File: src/rtl/mips_pkg.sv
// Shared constants for the multi-cycle MIPS control unit: opcode/funct
// codes, ALU and mux select encodings, FSM state and instruction classes.
package mips_pkg;

   // Primary opcodes (Instruction[31:26])
   localparam logic [5:0] OP_RTYPE = 6'b000000;
   localparam logic [5:0] OP_ORI   = 6'b001101;
   localparam logic [5:0] OP_ADDI  = 6'b001000;
   localparam logic [5:0] OP_LUI   = 6'b001111;
   localparam logic [5:0] OP_LW    = 6'b100011;
   localparam logic [5:0] OP_LB    = 6'b100000;
   localparam logic [5:0] OP_SW    = 6'b101011;
   localparam logic [5:0] OP_BEQ   = 6'b000100;
   localparam logic [5:0] OP_J     = 6'b000010;
   localparam logic [5:0] OP_JAL   = 6'b000011;

   // R-type function codes (Instruction[5:0])
   localparam logic [5:0] FN_ADDU  = 6'b100001;
   localparam logic [5:0] FN_SUBU  = 6'b100011;
   localparam logic [5:0] FN_SLT   = 6'b101010;
   localparam logic [5:0] FN_JR    = 6'b001000;

   // ALU operations
   localparam logic [3:0] ALU_ADDU = 4'b0000;
   localparam logic [3:0] ALU_SUBU = 4'b0001;
   localparam logic [3:0] ALU_OR   = 4'b0010;
   localparam logic [3:0] ALU_SLT  = 4'b0011;
   localparam logic [3:0] ALU_ADDO = 4'b0100;

   // Immediate extension modes
   localparam logic [1:0] EXT_ZERO  = 2'b00;
   localparam logic [1:0] EXT_SIGN  = 2'b01;
   localparam logic [1:0] EXT_UPPER = 2'b10;

   // Next-PC sources
   localparam logic [1:0] NPC_SEQ    = 2'b00;
   localparam logic [1:0] NPC_BRANCH = 2'b01;
   localparam logic [1:0] NPC_JUMP   = 2'b10;

   typedef enum logic [2:0] {
      S_FETCH  = 3'd0,
      S_DECODE = 3'd1,
      S_EXEC   = 3'd2,
      S_MEM    = 3'd3,
      S_WB     = 3'd4
   } state_e;

   typedef enum logic [3:0] {
      C_R_ALU,
      C_I_ALU,
      C_LUI,
      C_LOAD,
      C_STORE,
      C_BRANCH,
      C_JUMP,
      C_JAL,
      C_JR,
      C_ILLEGAL
   } instr_class_e;

endpackage

File: src/rtl/mc_decode.sv
// Combinational instruction classifier. Besides the class it produces the
// ALU-side controls, which the FSM applies from EXEC through WB.
module mc_decode
   import mips_pkg::*;
(
   input  logic [31:0]  i_instr,
   output instr_class_e o_class,
   output logic         o_alu_src,
   output logic [1:0]   o_ext_op,
   output logic [3:0]   o_alu_ctr,
   output logic         o_is_lb
);

   logic [5:0] w_op;
   logic [5:0] w_funct;
   logic       w_unused_fields;

   assign w_op            = i_instr[31:26];
   assign w_funct         = i_instr[5:0];
   // Register/immediate fields only matter to the datapath.
   assign w_unused_fields = ^i_instr[25:6];

   // Opcode/funct lookup; anything not listed stays ILLEGAL.
   always_comb begin
      o_class   = C_ILLEGAL;
      o_alu_src = 1'b0;
      o_ext_op  = EXT_ZERO;
      o_alu_ctr = ALU_ADDU;
      o_is_lb   = 1'b0;
      case (w_op)
         OP_RTYPE: begin
            case (w_funct)
               FN_ADDU: begin o_class = C_R_ALU; o_alu_ctr = ALU_ADDU; end
               FN_SUBU: begin o_class = C_R_ALU; o_alu_ctr = ALU_SUBU; end
               FN_SLT:  begin o_class = C_R_ALU; o_alu_ctr = ALU_SLT;  end
               FN_JR:   o_class = C_JR;
               default: o_class = C_ILLEGAL;
            endcase
         end
         OP_ORI: begin
            o_class = C_I_ALU; o_alu_src = 1'b1; o_ext_op = EXT_ZERO; o_alu_ctr = ALU_OR;
         end
         OP_ADDI: begin
            o_class = C_I_ALU; o_alu_src = 1'b1; o_ext_op = EXT_SIGN; o_alu_ctr = ALU_ADDO;
         end
         // lui: rs is zero in the encoding, so OR with the shifted immediate
         OP_LUI: begin
            o_class = C_LUI; o_alu_src = 1'b1; o_ext_op = EXT_UPPER; o_alu_ctr = ALU_OR;
         end
         OP_LW, OP_LB: begin
            o_class = C_LOAD; o_alu_src = 1'b1; o_ext_op = EXT_SIGN; o_alu_ctr = ALU_ADDU;
            o_is_lb = (w_op == OP_LB);
         end
         OP_SW: begin
            o_class = C_STORE; o_alu_src = 1'b1; o_ext_op = EXT_SIGN; o_alu_ctr = ALU_ADDU;
         end
         // beq compares rs-rt; the sign-extended offset feeds the branch adder
         OP_BEQ: begin
            o_class = C_BRANCH; o_alu_src = 1'b0; o_ext_op = EXT_SIGN; o_alu_ctr = ALU_SUBU;
         end
         OP_J:    o_class = C_JUMP;
         OP_JAL:  o_class = C_JAL;
         default: o_class = C_ILLEGAL;
      endcase
   end

endmodule

File: src/rtl/mips_mc_ctrl.sv
// Multi-cycle MIPS control FSM (FETCH/DECODE/EXEC/MEM/WB) with a retired
// instruction counter. Outputs are Moore-style from state plus decoded
// class; all of them are forced low while reset is held.
module mips_mc_ctrl
   import mips_pkg::*;
(
   input  logic        clk,
   input  logic        rst,
   input  logic [31:0] Instruction,
   output logic        ir_wr,
   output logic        pc_wr,
   output logic        RegDst,
   output logic        RegWr,
   output logic        ALUSrc,
   output logic        MemWr,
   output logic        MemtoReg,
   output logic        j_sel,
   output logic        jal_sel,
   output logic        lb_sel,
   output logic [1:0]  ExtOp,
   output logic [1:0]  nPC_sel,
   output logic [3:0]  ALUctr,
   output logic        illegal,
   output logic [31:0] instr_cnt,
   output logic [2:0]  o_dbg_state
);

   state_e       r_state;
   state_e       w_next_state;
   logic [31:0]  r_instr_cnt;
   instr_class_e w_class;
   logic         w_alu_src;
   logic [1:0]   w_ext_op;
   logic [3:0]   w_alu_ctr;
   logic         w_is_lb;
   logic         w_retire;

   mc_decode u_decode (
      .i_instr   (Instruction),
      .o_class   (w_class),
      .o_alu_src (w_alu_src),
      .o_ext_op  (w_ext_op),
      .o_alu_ctr (w_alu_ctr),
      .o_is_lb   (w_is_lb)
   );

   // A legal instruction retires on the edge that returns the FSM to FETCH.
   assign w_retire    = (r_state != S_FETCH) && (w_next_state == S_FETCH) &&
                        (w_class != C_ILLEGAL);
   assign instr_cnt   = r_instr_cnt;
   assign o_dbg_state = r_state;

   // State register; reset aborts any instruction in flight.
   always_ff @(posedge clk or negedge rst) begin
      if (!rst) r_state <= S_FETCH;
      else      r_state <= w_next_state;
   end

   // Retired-instruction counter, wraps naturally at 2^32.
   always_ff @(posedge clk or negedge rst) begin
      if (!rst)          r_instr_cnt <= '0;
      else if (w_retire) r_instr_cnt <= r_instr_cnt + 32'd1;
   end

   // Next-state and control outputs; ALU-side controls hold from EXEC to WB.
   always_comb begin
      w_next_state = r_state;
      ir_wr    = 1'b0;
      pc_wr    = 1'b0;
      RegDst   = 1'b0;
      RegWr    = 1'b0;
      ALUSrc   = 1'b0;
      MemWr    = 1'b0;
      MemtoReg = 1'b0;
      j_sel    = 1'b0;
      jal_sel  = 1'b0;
      lb_sel   = 1'b0;
      ExtOp    = EXT_ZERO;
      nPC_sel  = NPC_SEQ;
      ALUctr   = ALU_ADDU;
      illegal  = 1'b0;
      if (!rst) begin
         w_next_state = S_FETCH;
      end else begin
         case (r_state)
            S_FETCH: begin
               ir_wr        = 1'b1;
               pc_wr        = 1'b1;
               nPC_sel      = NPC_SEQ;
               w_next_state = S_DECODE;
            end
            S_DECODE: begin
               case (w_class)
                  C_JUMP: begin
                     j_sel = 1'b1; nPC_sel = NPC_JUMP; pc_wr = 1'b1;
                     w_next_state = S_FETCH;
                  end
                  C_JAL: begin
                     j_sel = 1'b1; jal_sel = 1'b1; RegWr = 1'b1;
                     nPC_sel = NPC_JUMP; pc_wr = 1'b1;
                     w_next_state = S_FETCH;
                  end
                  C_JR: begin
                     nPC_sel = NPC_JUMP; pc_wr = 1'b1;
                     w_next_state = S_FETCH;
                  end
                  C_ILLEGAL: begin
                     illegal = 1'b1;
                     w_next_state = S_FETCH;
                  end
                  default: w_next_state = S_EXEC;
               endcase
            end
            S_EXEC: begin
               ALUSrc = w_alu_src;
               ExtOp  = w_ext_op;
               ALUctr = w_alu_ctr;
               case (w_class)
                  // pc_wr with nPC_sel=branch; the datapath mux uses zero to pick the target
                  C_BRANCH: begin
                     nPC_sel = NPC_BRANCH; pc_wr = 1'b1;
                     w_next_state = S_FETCH;
                  end
                  C_LOAD, C_STORE: w_next_state = S_MEM;
                  default:         w_next_state = S_WB;
               endcase
            end
            S_MEM: begin
               ALUSrc = w_alu_src;
               ExtOp  = w_ext_op;
               ALUctr = w_alu_ctr;
               lb_sel = w_is_lb;
               if (w_class == C_STORE) begin
                  MemWr = 1'b1;
                  w_next_state = S_FETCH;
               end else begin
                  w_next_state = S_WB;
               end
            end
            S_WB: begin
               ALUSrc   = w_alu_src;
               ExtOp    = w_ext_op;
               ALUctr   = w_alu_ctr;
               lb_sel   = w_is_lb;
               RegWr    = 1'b1;
               RegDst   = (w_class == C_R_ALU);
               MemtoReg = (w_class == C_LOAD);
               w_next_state = S_FETCH;
            end
            default: w_next_state = S_FETCH;
         endcase
      end
   end

endmodule

File: config.mk
export PLATFORM = sky130hd
export DESIGN_NAME = mips_mc_ctrl
export DESIGN_NICKNAME = d
export VERILOG_FILES = /design/src/rtl/mips_pkg.sv /design/src/rtl/mc_decode.sv /design/src/rtl/mips_mc_ctrl.sv
export SDC_FILE = /design/constraint.sdc
export NUM_CORES = 1
export LEC_CHECK = 0
export ABC_AREA = 1
export CORE_ASPECT_RATIO = 0.75
export CORE_MARGIN = 3
export CORE_UTILIZATION = 47
export CTS_CLUSTER_DIAMETER = 100
export DETAILED_ROUTE_END_ITERATION = 10
export GPL_ROUTABILITY_DRIVEN = 0
export GPL_TIMING_DRIVEN = 0
export PLACE_DENSITY = 0.81
export SYNTH_ARGS = -nofsm -noshare
export SYNTH_HDL_FRONTEND = slang
export SYNTH_SLANG_ARGS = --single-unit
File: constraint.sdc
create_clock -name clk -period 2.03 [get_ports clk]
set_input_delay 0.406 -clock clk [delete_from_list [all_inputs] [get_ports clk]]
set_output_delay 0.406 -clock clk [all_outputs]
set_load 0.02 [all_outputs]
==> flow_summary.yaml <==
synthesis:
  synth.distinct_cells: 28
  syn_avg_cell_area_um2: 6.69
  yosys_warnings: 0
  yosysSeqAreaShare_pct: 31.9
  ys_seq_elements: 35
  synth_cells: 411
  synth-main-ff-cell: "dfrtp_1"
  synth_area_mm2: 0.00275
  synth_edf_count: 0
  synth_nets: 446
  synthArstFlopShare_pct: 100
routing:
  ant_nets: 0
  via_per_inst: 5.89
  routed_wl_mm: 9.79
  vias: 3438
  drcViolationCount: 0
  drtIter0Drc: 490
  wl_per_cell_um: 16.8
  drt_first_pass_iters: 8
sta:
  fin_crit_ns: 2.22
  final-setup-viol-count: 31
  finalMaxSlewViolations: 0
  fin_crit_sh_pct: 109
  fmax_ghz: 0.451
  fin_skew_ns: 0.00754
  grt_setup_unrepaired: "true"
  fin_ws_ns: -0.186
  hold_viol_final: 0
  setup_tns_ns: -1.11
  fin_hold_ws_ns: 0.0219
pwr:
  peakVddDrop_mv: 0.286
  p_per_area_mw_per_mm2: 477
  p_leak_nw: 1.89
  total_power_w: 0.00193
worst_hold_path:
  hold_path_class: "primary input to async pin"
placement:
  hpwl_mm: 6.22
  place_ws_ns: -1.04
  io_buffer_count: 66
floorplan:
  std_cell_rows: 23
  die_x_um: 94.3
  dieArea_mm2: 0.00681
  start_util_pct: 50.0
  die_h_um: 72.2
  core-area_mm2: 0.00550
  io_pins: 88
global_routing:
  grt_overflow: 0
  grt_usage_pct: 26.5
  grt_pass1_wl_mm: 14.5
  antenna_found_initial: 0
  grt_max_degree: 42
  grt_pass1_vias: 3104
critical_path:
  path_max_fanout: 3
  worstSetupPathType: "register to primary output"
  worst_setup_path_start_kind: "register"
  crit_arrival_ns: 1.81
  endpoint_kind: "primary output"
  critPathRequiredTime_ns: 1.62
clock_tree:
  clock_sinks: 35
  clock_path_buffers: 2
  cts_tree: "yes"
  clock_latency_ns: 0.29
  cts_root_buffer: "clkbuf_8"
  cts-hold-fix-buffers: 0
  cts_buffers: 5
  htree_levels: 2
  cts.clk_slew.worst_paths_ns: 0.07
final_layout:
  drive_gt1_share_pct: 26.3
  finalNetCount: 543
  area_delta_synth_final_pct: 47.3
  insertedDiodeCount: 0
outcome:
  status: "finished, violations left"
  violations: "negative setup slack"
flow_run:
  max_cap_violations: 0
synthesized netlist by cell type (2+ instances only):
library cell	instances	area [um^2]
nor4_1	6	37.5
a21oi_1	4	20.0
inv_1	33	124
nand4_1	41	257
nor3_1	15	75.1
nand3_1	23	115
nor2_1	63	236
o22ai_1	2	12.5
xnor2_1	10	87.6
buf_6	3	33.8
nand2_2	2	12.5
buf_2	4	20.0
nand2_1	125	469
nor2_2	3	18.8
o21ai_0	3	15.0
dfrtp_1	35	876
xor2_1	20	175
a31oi_1	2	12.5
nand3_2	2	20.0
buf_4	7	52.6
report_power, final:
part	internal, W	total, W	switching [W]	leakage (nW)
sequential	0.000740	0.000811	0.0000709	0.480
clock	0.000241	0.000501	0.000260	0.0422
combinational	0.000244	0.000621	0.000377	1.36
path summary, 6_finish.rpt:
kind,startpoint,to,slack (ns),cells past startpoint
min in group clk,instr_cnt[31],instr_cnt[31],0.55,2
max in group asynchronous,rst,o_dbg_state[1],1.72,1
hold / removal,rst,instr_cnt[0],0.02,1
setup / recovery,o_dbg_state[1],RegDst,-0.19,8
hold reg to reg,instr_cnt[31],instr_cnt[31],0.55,2
setup reg to reg,o_dbg_state[1],instr_cnt[5],0.01,11
cells by family (layout without fill, tap and decap cells):
logic type | Yosys count | after routing | synth area share, %
AND/OR/NAND/NOR | 285 | 285 | 47.2
buffers and inverters | 47 | 145 | 8.38
flip-flops | 35 | 35 | 31.9
XOR/XNOR | 30 | 30 | 9.56
AO/OA/AOI/OAI | 12 | 12 | 2.46
adder cells (fa/ha/maj) | 1 | 1 | 0.455
other | 1 | 1 | 0.136
timing repair:
item	CTS	global route
setup buffers	6	16
resized for setup	145	72
endpoints found under the setup margin	51	48
pin swaps	20	23
hold endpoints to repair	0	0
cloned	0	2
state kept, by name, summed over array words and instances, names as in the netlist:
name and flops:
instr_cnt 32, o_dbg_state 3
worst max-delay path: stages, from the launching register on:
cell and delay, ns:
dfrtp_1 0.45, nor2_2 0.15, inv_2 0.05, nor2_1 0.10, inv_1 0.09, nor2_1 0.17, inv_2 0.10, nor4b_4 0.22
buf_4 0.18
routing by layer:
| metal | GRT usage [%] | vias to the layer above | wire length (um) |
|---|---|---|---|
| met1 | 39.8 | 1599 | 4240 |
| met2 | 38.8 | 237 | 4190 |
| met5 | 0 | - | 0 |
| met4 | 7.85 | 0 | 286 |
| met3 | 5.08 | 46 | 1080 |
| li1 | - | 1556 | - |
metrics by stage:
| stage | cells | area (um^2) | util, % |
|---|---|---|---|
| floorplan | 411 | 2760 | - |
| finish | 584 | 4050 | 73.7 |
| global placement | 552 | 3510 | 63.9 |
| detailed placement | 552 | 3500 | 63.8 |
| CTS | 566 | 3720 | 67.7 |
| global route | 584 | 4050 | 73.7 |
layout make-up:
cell class	count	area [um^2]
multi-input cells	329	1970
fillers	390	1450
flip-flops and latches	35	880
repair buffers	90	792
inverters	33	124
plain buffers	14	106
well taps	75	93.8
clock buffers	7	76.3
clock inverters	1	5.00
cells in the final DEF (no fill, tap or decap), types with 2 or more instances in the layout:
cell type and count:
o22ai_1 2, buf_2 11, nand2_4 5, a31oi_1 2
buf_4 32, nand2_2 4, clkdlybuf4s15_1 2, nor3_4 2
dfrtp_1 32, nor2_4 12, clkbuf_8 6, nor2_2 10
nand3_2 8, clkbuf_1 2, xor2_1 20, nor3_1 13
buf_6 12, nand4_1 41, nand2_1 118, nor2_1 45
dlygate4sd2_1 5, dfrtp_2 3, nand3_4 8, inv_2 8
nand3_1 10, xnor2_1 10, inv_1 25, nor4_1 6
clkbuf_2 5, clkdlybuf4s50_1 35, a21oi_1 3
Power figures use the tool's default switching activity.
